--- config.mk ---
export PLATFORM = sky130hd
export DESIGN_NAME = e_branch_unit_flat
export DESIGN_NICKNAME = d
export VERILOG_FILES = /design/src/rtl/e_branch_unit_if.sv /design/src/rtl/e_branch_unit.sv /design/src/flat_wrapper.sv
export SDC_FILE = /design/constraint.sdc
export NUM_CORES = 2
export LEC_CHECK = 0
export ABC_CLOCK_PERIOD_IN_PS = 7650
export CORE_UTILIZATION = 37
export CTS_CLUSTER_DIAMETER = 150
export DETAILED_ROUTE_END_ITERATION = 16
export SYNTH_ARGS = -nofsm -noshare
export SYNTH_HDL_FRONTEND = slang
export SYNTH_SLANG_ARGS = --single-unit
--- constraint.sdc ---
create_clock -name clk -period 7.65 [get_ports clk]
set_input_delay 1.1475 -clock clk [delete_from_list [all_inputs] [get_ports clk]]
set_output_delay 1.1475 -clock clk [all_outputs]
set_load 0.05 [all_outputs]
--- src/rtl/e_branch_unit_if.sv ---
// E-stage branch resolution / BTB interface.
// master : pipeline side (drives the E-stage op and the fetch lookup PC)
// slave  : e_branch_unit (returns resolved PC, misprediction, lookup result, stats)
interface e_branch_unit_if #(
  parameter int unsigned PC_W      = 13,
  parameter int unsigned IDX_W     = 6,
  parameter int unsigned NUM_LANES = 2
);
  localparam int unsigned LANE_W = (NUM_LANES > 1) ? $clog2(NUM_LANES) : 1;

  logic                    i_valid;
  logic                    i_flush;
  logic [LANE_W-1:0]       branch_number;
  logic [PC_W-1:0]         pc;
  logic [PC_W-1:0]         pc_predicted;
  logic [PC_W-1:0]         imm;
  logic [32*NUM_LANES-1:0] reg_data1;
  logic [32*NUM_LANES-1:0] reg_data2;
  logic [1:0]              jump_code;
  logic [2:0]              branch_code;
  logic                    o_valid;
  logic [PC_W-1:0]         true_pc;
  logic                    fail_predict;
  logic [PC_W-1:0]         f_pc;
  logic                    f_hit;
  logic                    f_taken;
  logic [PC_W-1:0]         f_target;
  logic [31:0]             miss_count;

  modport master (
    output i_valid, i_flush, branch_number, pc, pc_predicted, imm,
           reg_data1, reg_data2, jump_code, branch_code, f_pc,
    input  o_valid, true_pc, fail_predict, f_hit, f_taken, f_target, miss_count
  );

  modport slave (
    input  i_valid, i_flush, branch_number, pc, pc_predicted, imm,
           reg_data1, reg_data2, jump_code, branch_code, f_pc,
    output o_valid, true_pc, fail_predict, f_hit, f_taken, f_target, miss_count
  );
endinterface

--- src/rtl/e_branch_unit.sv ---
// Execute-stage branch resolver with a direct-mapped BTB (2-bit saturating counters).
// Ports:
//   clk  - system clock
//   rst  - synchronous active-high reset (clears outputs, miss_count, BTB valid bits)
//   bus  - e_branch_unit_if.slave: E-stage op in, registered true_pc/fail_predict/o_valid
//          out, combinational fetch lookup (f_pc -> f_hit/f_taken/f_target), miss_count.
module e_branch_unit #(
  parameter int unsigned PC_W      = 13,
  parameter int unsigned IDX_W     = 6,
  parameter int unsigned NUM_LANES = 2
) (
  input logic           clk,
  input logic           rst,
  e_branch_unit_if.slave bus
);
  localparam int unsigned LANE_W = (NUM_LANES > 1) ? $clog2(NUM_LANES) : 1;
  localparam int unsigned TAG_W  = PC_W - IDX_W;
  localparam int unsigned DEPTH  = 1 << IDX_W;

  logic [31:0]       rs1, rs2;
  logic              flag, taken, go, mispredict;
  logic [PC_W-1:0]   base_pc, jump_pc, pc_inc, true_pc_n;

  logic              btb_valid  [DEPTH];
  logic [TAG_W-1:0]  btb_tag    [DEPTH];
  logic [PC_W-1:0]   btb_target [DEPTH];
  logic [1:0]        btb_ctr    [DEPTH];

  logic [IDX_W-1:0]  u_idx, f_idx;
  logic [TAG_W-1:0]  u_tag;
  logic              u_hit;
  logic [1:0]        ctr_n;

  assign go = bus.i_valid & ~bus.i_flush & (bus.jump_code != 2'b00);

  // Lane mux; any out-of-range lane number falls through to lane 0.
  always_comb begin
    rs1 = bus.reg_data1[31:0];
    rs2 = bus.reg_data2[31:0];
    for (int unsigned k = 1; k < NUM_LANES; k++) begin
      if (bus.branch_number == LANE_W'(k)) begin
        rs1 = bus.reg_data1[32*k +: 32];
        rs2 = bus.reg_data2[32*k +: 32];
      end
    end
  end

  always_comb begin
    flag = 1'b0;
    case (bus.branch_code)
      3'b000:  flag = (rs1 == rs2);
      3'b001:  flag = (rs1 != rs2);
      3'b100:  flag = ($signed(rs1) <  $signed(rs2));
      3'b101:  flag = ($signed(rs1) >= $signed(rs2));
      3'b110:  flag = (rs1 <  rs2);
      3'b111:  flag = (rs1 >= rs2);
      default: flag = 1'b0;
    endcase
  end

  always_comb begin
    base_pc    = (bus.jump_code == 2'b11) ? rs1[PC_W+1:2] : bus.pc;
    jump_pc    = bus.imm + base_pc;
    pc_inc     = bus.pc + PC_W'(1);
    taken      = flag | bus.jump_code[1];
    true_pc_n  = taken ? jump_pc : pc_inc;
    mispredict = bus.jump_code[0] & (true_pc_n != bus.pc_predicted);
  end

  always_ff @(posedge clk) begin
    if (rst) begin
      bus.o_valid      <= 1'b0;
      bus.fail_predict <= 1'b0;
      bus.true_pc      <= '0;
      bus.miss_count   <= '0;
    end else begin
      bus.o_valid      <= go;
      bus.fail_predict <= go & mispredict;
      if (go) bus.true_pc <= true_pc_n;
      if (go && mispredict && (bus.miss_count != '1))
        bus.miss_count <= bus.miss_count + 32'd1;
    end
  end

  // BTB update path
  always_comb begin
    u_idx = bus.pc[IDX_W-1:0];
    u_tag = bus.pc[PC_W-1:IDX_W];
    u_hit = btb_valid[u_idx] && (btb_tag[u_idx] == u_tag);
    if (!u_hit)
      ctr_n = taken ? 2'b10 : 2'b01;
    else if (taken)
      ctr_n = (btb_ctr[u_idx] == 2'b11) ? 2'b11 : btb_ctr[u_idx] + 2'b01;
    else
      ctr_n = (btb_ctr[u_idx] == 2'b00) ? 2'b00 : btb_ctr[u_idx] - 2'b01;
  end

  always_ff @(posedge clk) begin
    if (rst) begin
      for (int unsigned i = 0; i < DEPTH; i++) btb_valid[i] <= 1'b0;
    end else if (go) begin
      btb_valid[u_idx] <= 1'b1;
    end
  end

  // Payload needs no reset: it is only observed through a set valid bit.
  always_ff @(posedge clk) begin
    if (go && !rst) begin
      btb_tag[u_idx]    <= u_tag;
      btb_target[u_idx] <= jump_pc;
      btb_ctr[u_idx]    <= ctr_n;
    end
  end

  // Lookup reads the array directly, so a same-cycle update is not visible yet.
  always_comb begin
    f_idx        = bus.f_pc[IDX_W-1:0];
    bus.f_hit    = btb_valid[f_idx] && (btb_tag[f_idx] == bus.f_pc[PC_W-1:IDX_W]);
    bus.f_taken  = bus.f_hit & btb_ctr[f_idx][1];
    bus.f_target = btb_target[f_idx];
  end
endmodule
--- src/flat_wrapper.sv ---
// flat-port wrapper written by rule: the top's interface ports become plain ports
module e_branch_unit_flat 
#(
  parameter int unsigned PC_W      = 13,
  parameter int unsigned IDX_W     = 6,
  parameter int unsigned NUM_LANES = 2
)
  (clk, rst, bus_i_valid, bus_i_flush, bus_branch_number, bus_pc, bus_pc_predicted, bus_imm, bus_reg_data1, bus_reg_data2, bus_jump_code, bus_branch_code, bus_f_pc, bus_o_valid, bus_true_pc, bus_fail_predict, bus_f_hit, bus_f_taken, bus_f_target, bus_miss_count);
  e_branch_unit_if #(.PC_W(PC_W), .IDX_W(IDX_W), .NUM_LANES(NUM_LANES)) bus_i ();
  input logic clk;
  input logic rst;
  input wire logic [$bits(bus_i.i_valid)-1:0] bus_i_valid;
  input wire logic [$bits(bus_i.i_flush)-1:0] bus_i_flush;
  input wire logic [$bits(bus_i.branch_number)-1:0] bus_branch_number;
  input wire logic [$bits(bus_i.pc)-1:0] bus_pc;
  input wire logic [$bits(bus_i.pc_predicted)-1:0] bus_pc_predicted;
  input wire logic [$bits(bus_i.imm)-1:0] bus_imm;
  input wire logic [$bits(bus_i.reg_data1)-1:0] bus_reg_data1;
  input wire logic [$bits(bus_i.reg_data2)-1:0] bus_reg_data2;
  input wire logic [$bits(bus_i.jump_code)-1:0] bus_jump_code;
  input wire logic [$bits(bus_i.branch_code)-1:0] bus_branch_code;
  input wire logic [$bits(bus_i.f_pc)-1:0] bus_f_pc;
  output wire logic [$bits(bus_i.o_valid)-1:0] bus_o_valid;
  output wire logic [$bits(bus_i.true_pc)-1:0] bus_true_pc;
  output wire logic [$bits(bus_i.fail_predict)-1:0] bus_fail_predict;
  output wire logic [$bits(bus_i.f_hit)-1:0] bus_f_hit;
  output wire logic [$bits(bus_i.f_taken)-1:0] bus_f_taken;
  output wire logic [$bits(bus_i.f_target)-1:0] bus_f_target;
  output wire logic [$bits(bus_i.miss_count)-1:0] bus_miss_count;
  assign bus_i.i_valid = bus_i_valid;
  assign bus_i.i_flush = bus_i_flush;
  assign bus_i.branch_number = bus_branch_number;
  assign bus_i.pc = bus_pc;
  assign bus_i.pc_predicted = bus_pc_predicted;
  assign bus_i.imm = bus_imm;
  assign bus_i.reg_data1 = bus_reg_data1;
  assign bus_i.reg_data2 = bus_reg_data2;
  assign bus_i.jump_code = bus_jump_code;
  assign bus_i.branch_code = bus_branch_code;
  assign bus_i.f_pc = bus_f_pc;
  assign bus_o_valid = bus_i.o_valid;
  assign bus_true_pc = bus_i.true_pc;
  assign bus_fail_predict = bus_i.fail_predict;
  assign bus_f_hit = bus_i.f_hit;
  assign bus_f_taken = bus_i.f_taken;
  assign bus_f_target = bus_i.f_target;
  assign bus_miss_count = bus_i.miss_count;
  e_branch_unit #(.PC_W(PC_W), .IDX_W(IDX_W), .NUM_LANES(NUM_LANES)) u_core (.clk(clk), .rst(rst), .bus(bus_i));
endmodule
==> results.txt <==
- The flow ran to the end, and the final reports show no timing, DRC or antenna violations.
- Cell variety after synth: slightly above 70
- Maximum fanout along the worst path: 39
* Antenna violations before repair: 3
- The initial utilization of the core area, before any placement, comes to a little under two fifths.
* Detailed-route DRC error count: 0
- Dividing total power by cell area gives a power density of roughly 250 nW/µm².
* Total Routed Length: approximately 190 mm
- Layout-stage area growth over the synthesis result: 17.17%
- Commonest non-fill, non-tap cells in the layout: sky130_fd_sc_hd__edfxtp_1, sky130_fd_sc_hd__mux4_2, sky130_fd_sc_hd__clkdlybuf4s50_1, sky130_fd_sc_hd__a22oi_1, sky130_fd_sc_hd__clkbuf_16
* Yosys synthesis warning count: 0
- In this run the static leakage power is between 20 and 25 nW.
- The endpoint identified for the worst register-to-register timing path is u_core.btb_ctr[20][0].
- Fin Setup TNS: 0 ns
* Placement-stage cell area: roughly 70000 µm²
- CP most frequent cell: sky130_fd_sc_hd__mux4_2
- Floorplan die width: roughly 420 µm
- The tree built by TritonCTS fans out to 1519 sinks.
* Part of the Yosys area used for sequential elements: 69.00%
* Clock-pin slew on the worst setup and hold paths: around 0.060 ns
- Resize count post-CTS: 0
* Maximum count of clock buffers along a single path: 3
- In this run the clock root is driven by a sky130_fd_sc_hd__clkbuf_16.
* Avg Inst Size Synth: 18.51 µm²
- After legalization and detailed placement, the total HPWL measured 112.8 mm.
- Class of the tightest hold or removal check: reg -> reg
* Post-Synthesis Cells: 3485
- Buffers added on ports: around 250
* CTS tree: built
- Leaving out fill and tap cells, the most frequent cell in the layout is sky130_fd_sc_hd__edfxtp_1.
* Maximum number of pins on one net before global-route repair: 95
- In this run, synthesis produced a sequential element count of 1519.
- Combinational logic is responsible for roughly a tenth of the overall power.
- Most area-hungry cell type in the Yosys netlist: sky130_fd_sc_hd__edfxtp_1
* Proportion of synthesized flip-flops having asynchronous set or reset: 0%
- The total overflow left after global routing is 0.
- Share of the clock period used by the worst path after layout: between 80 and 90%
- Die H: 419.5 µm
- Startpoint of the worst-slack reg-to-reg timing path: u_core.btb_tag[21][2]
* Via total after detailed routing: 37510
- In the final design database the tool counted between 4000 and 5000 nets.
* Startpoint of the lowest-slack hold path: u_core.btb_valid[34]
* Share of power burned in the clock network: between 30% and 40%
- The die covers between 150000 and 200000 µm².
* Achievable frequency: 160.3 MHz
- Count of final setup violators: 0
* Critical path cell sequence: buf_8 > buf_4 > mux4_2 > mux4_2 > mux4_2 > xnor2_1 > nand4_1 > nor2_1 > and2_1 > buf_12
- The final number of max-transition violations was 0.
- Data on the critical path arrives at its endpoint at 5.09 ns.
- The largest single stage delay on the critical path is a little under 0.6 ns.
* Cell Count Post-Placement: 5965
- Average wire per cell in the routed design: just over 30 µm
* Cell types occupying the most area after synthesis: sky130_fd_sc_hd__edfxtp_1, sky130_fd_sc_hd__mux4_2, sky130_fd_sc_hd__dfxtp_1
* Vias in the first global route: 36950
* Path type of the worst setup path: in -> out
* Hold Path End: u_core.btb_valid[34]
- DRT Pass-1 Iters: 6
* Post-Route Hold Slack: around 0.49 ns
- Count of placed standard cells in the final layout, fillers left out: between 6000 and 7000
- Net switching fraction of the power: approximately a quarter
- Net switching component of the power: 0.004363 W
- Setup repair after global routing left no endpoint under its margin.
* Worst slew pin tran: between 1 and 1.5 ns
- Clock Latency Late Sink: roughly 0.79 ns
* Num CTS Buffers: roughly 150
- On the final layout, the worst clock skew is approximately 0.037 ns.
* Share of final-layout standard cells stronger than drive strength 1: 25.63%
* Post-route ant nets: 0
- Post-CTS timing repair inserted 0 buffers for setup.
- Sum of internal, switching and leakage power: 0.01861 W
* Vias per std cell: approximately 6
* First-pass GRT wire length: approximately 270 mm
- Number of nets in the synthesized netlist: approximately 3700
- The synthesized design contains 1408 enable-type register cells.
- The clock period could shrink to between 6 and 7 ns.
- The tool flagged a number of max-cap violations equal to 0.
* Internal power summed over all cells: approximately 0.014 W
- Final cell area excluding filler cells: approximately 76000 µm²
- Max stage delay cell, worst path: sky130_fd_sc_hd__mux4_2
* Row Count: between 150 and 200
- I/O pin count: between 200 and 300
* Cell area after synthesis: 64500 µm²
* Worst vdd rail ir drop: approximately 0.25 mV
* Remaining max-slew budget at the tightest pin: 12.66%
- The floorplan step defined a core boundary enclosing about 170000 µm².
- Register-to-Register Setup Slack: between 3 and 4 ns
- Gpl congestion: between 0.8 and 0.9
* Worst hold path stage count: 2
- Area share of the largest cell type after synthesis: between 60 and 70%
- The number of hold violations in the final report came to 0.
- Total Routing Usage GR: around a fifth
- Depth of the CTS H-tree: 4
* Number of DRC markers after the initial detailed-route iteration: around 4600
* CP endpoint kind: primary output
- Kind of launch point of the worst setup path: primary input
- Part of the total power dissipated in sequential elements: between 50% and 60%
- In the synthesized netlist the dominant register cell turns out to be sky130_fd_sc_hd__edfxtp_1.
* Worst endpoint required time: around 6.5 ns
* Number of cells on the worst reg-to-reg path: 10
- Number of hold-repair buffers added at the cts stage: 0
## area by class of cell
| class | count | area, µm² |
|---|---|---|
| antenna | 2 | 5.005 |
| inverter | 82 | 307.8 |
| fill | 14910 | 96730 |
| tap | 2310 | 2890 |
| sequential | 1519 | 44500 |
| timing repair buffer | 412 | 3913 |
| clock buffer | 181 | 3976 |
| multi-input combinational | 1642 | 19090 |
| clock inverter | 85 | 892.1 |
## Yosys cell counts, drive strengths merged (53+ instances only)
master / count
o22ai: 101
a22o: 53
a221oi: 54
dfxtp: 111
a21oi: 79
inv: 82
edfxtp: 1408
nor2: 127
a22oi: 186
mux4: 462
clkbuf: 176
buf: 66
## through the flow
step | utilization [%] | worst slack, ns
5_1_grt | 43.86 | 1.179
2_1_floorplan | - | 0.1195
3_5_place_dp | 41.03 | 0.9901
3_3_place_gp | 41.03 | 1.058
6_report | 43.86 | 1.411
4_1_cts | 43.86 | 1.409
## power by group through the flow
stage / clock [W] / sequential (W) / combinational, W
CTS: 0.00748 / 0.00944 / 0.00181
floorplan: 0 / 0.00966 / 0.000976
global placement: 0 / 0.00962 / 0.00178
finish: 0.00737 / 0.00944 / 0.00180
detailed placement: 0 / 0.00962 / 0.00181
global route: 0.00777 / 0.00944 / 0.00191
## worst max-delay path: cells and delay by family
| kind | cells | cell delay (ns) |
|---|---|---|
| xor gates and xnor gates | 1 | 0.15 |
| buffers and inverters | 3 | 1.03 |
| and+or+nand+nor | 3 | 0.97 |
| muxes | 3 | 1.68 |
## flip-flops by register name (all words and copies together), names as in the netlist
register	cells
u_core.btb_target	832
u_core.btb_tag	448
u_core.btb_ctr	128
u_core.btb_valid	64
u_core.bus.miss_count	32
u_core.bus.true_pc	13
u_core.bus.fail_predict	1
u_core.bus.o_valid	1
## metal layers
layer  vias up  global-route usage [%]  part of all wire, %
li1      15430                       -                    -
met1     19680                   28.82                   40
met2      2089                   33.99                   47
met3       312                   3.894                  8.9
met4         0                   8.017                  3.5
met5         -                       0                    0
## how the worst max path moves through the flow
stage | from | to
after global routing | bus_f_pc[0] | bus_f_taken
after CTS | bus_f_pc[0] | bus_f_taken
after global placement | bus_branch_number | u_core.bus.miss_count[18]
after floorplan | bus_branch_number | u_core.bus.miss_count[31]
final | bus_f_pc[0] | bus_f_taken
after detailed placement | bus_branch_number | u_core.bus.miss_count[16]
## cell families (layout without fill, tap and decap cells)
family	after synthesis	after routing	synth area share (%)
other cells	0	2	0
fa+ha+maj	48	48	0.9389
compound gates	620	620	6.828
buf+inv	324	760	1.930
mux	549	549	17.59
flops	1519	1519	69.00
simple gates	374	374	3.022
xor+xnor	51	51	0.6925
No activity file was read; power rests on OpenSTA's default activity.
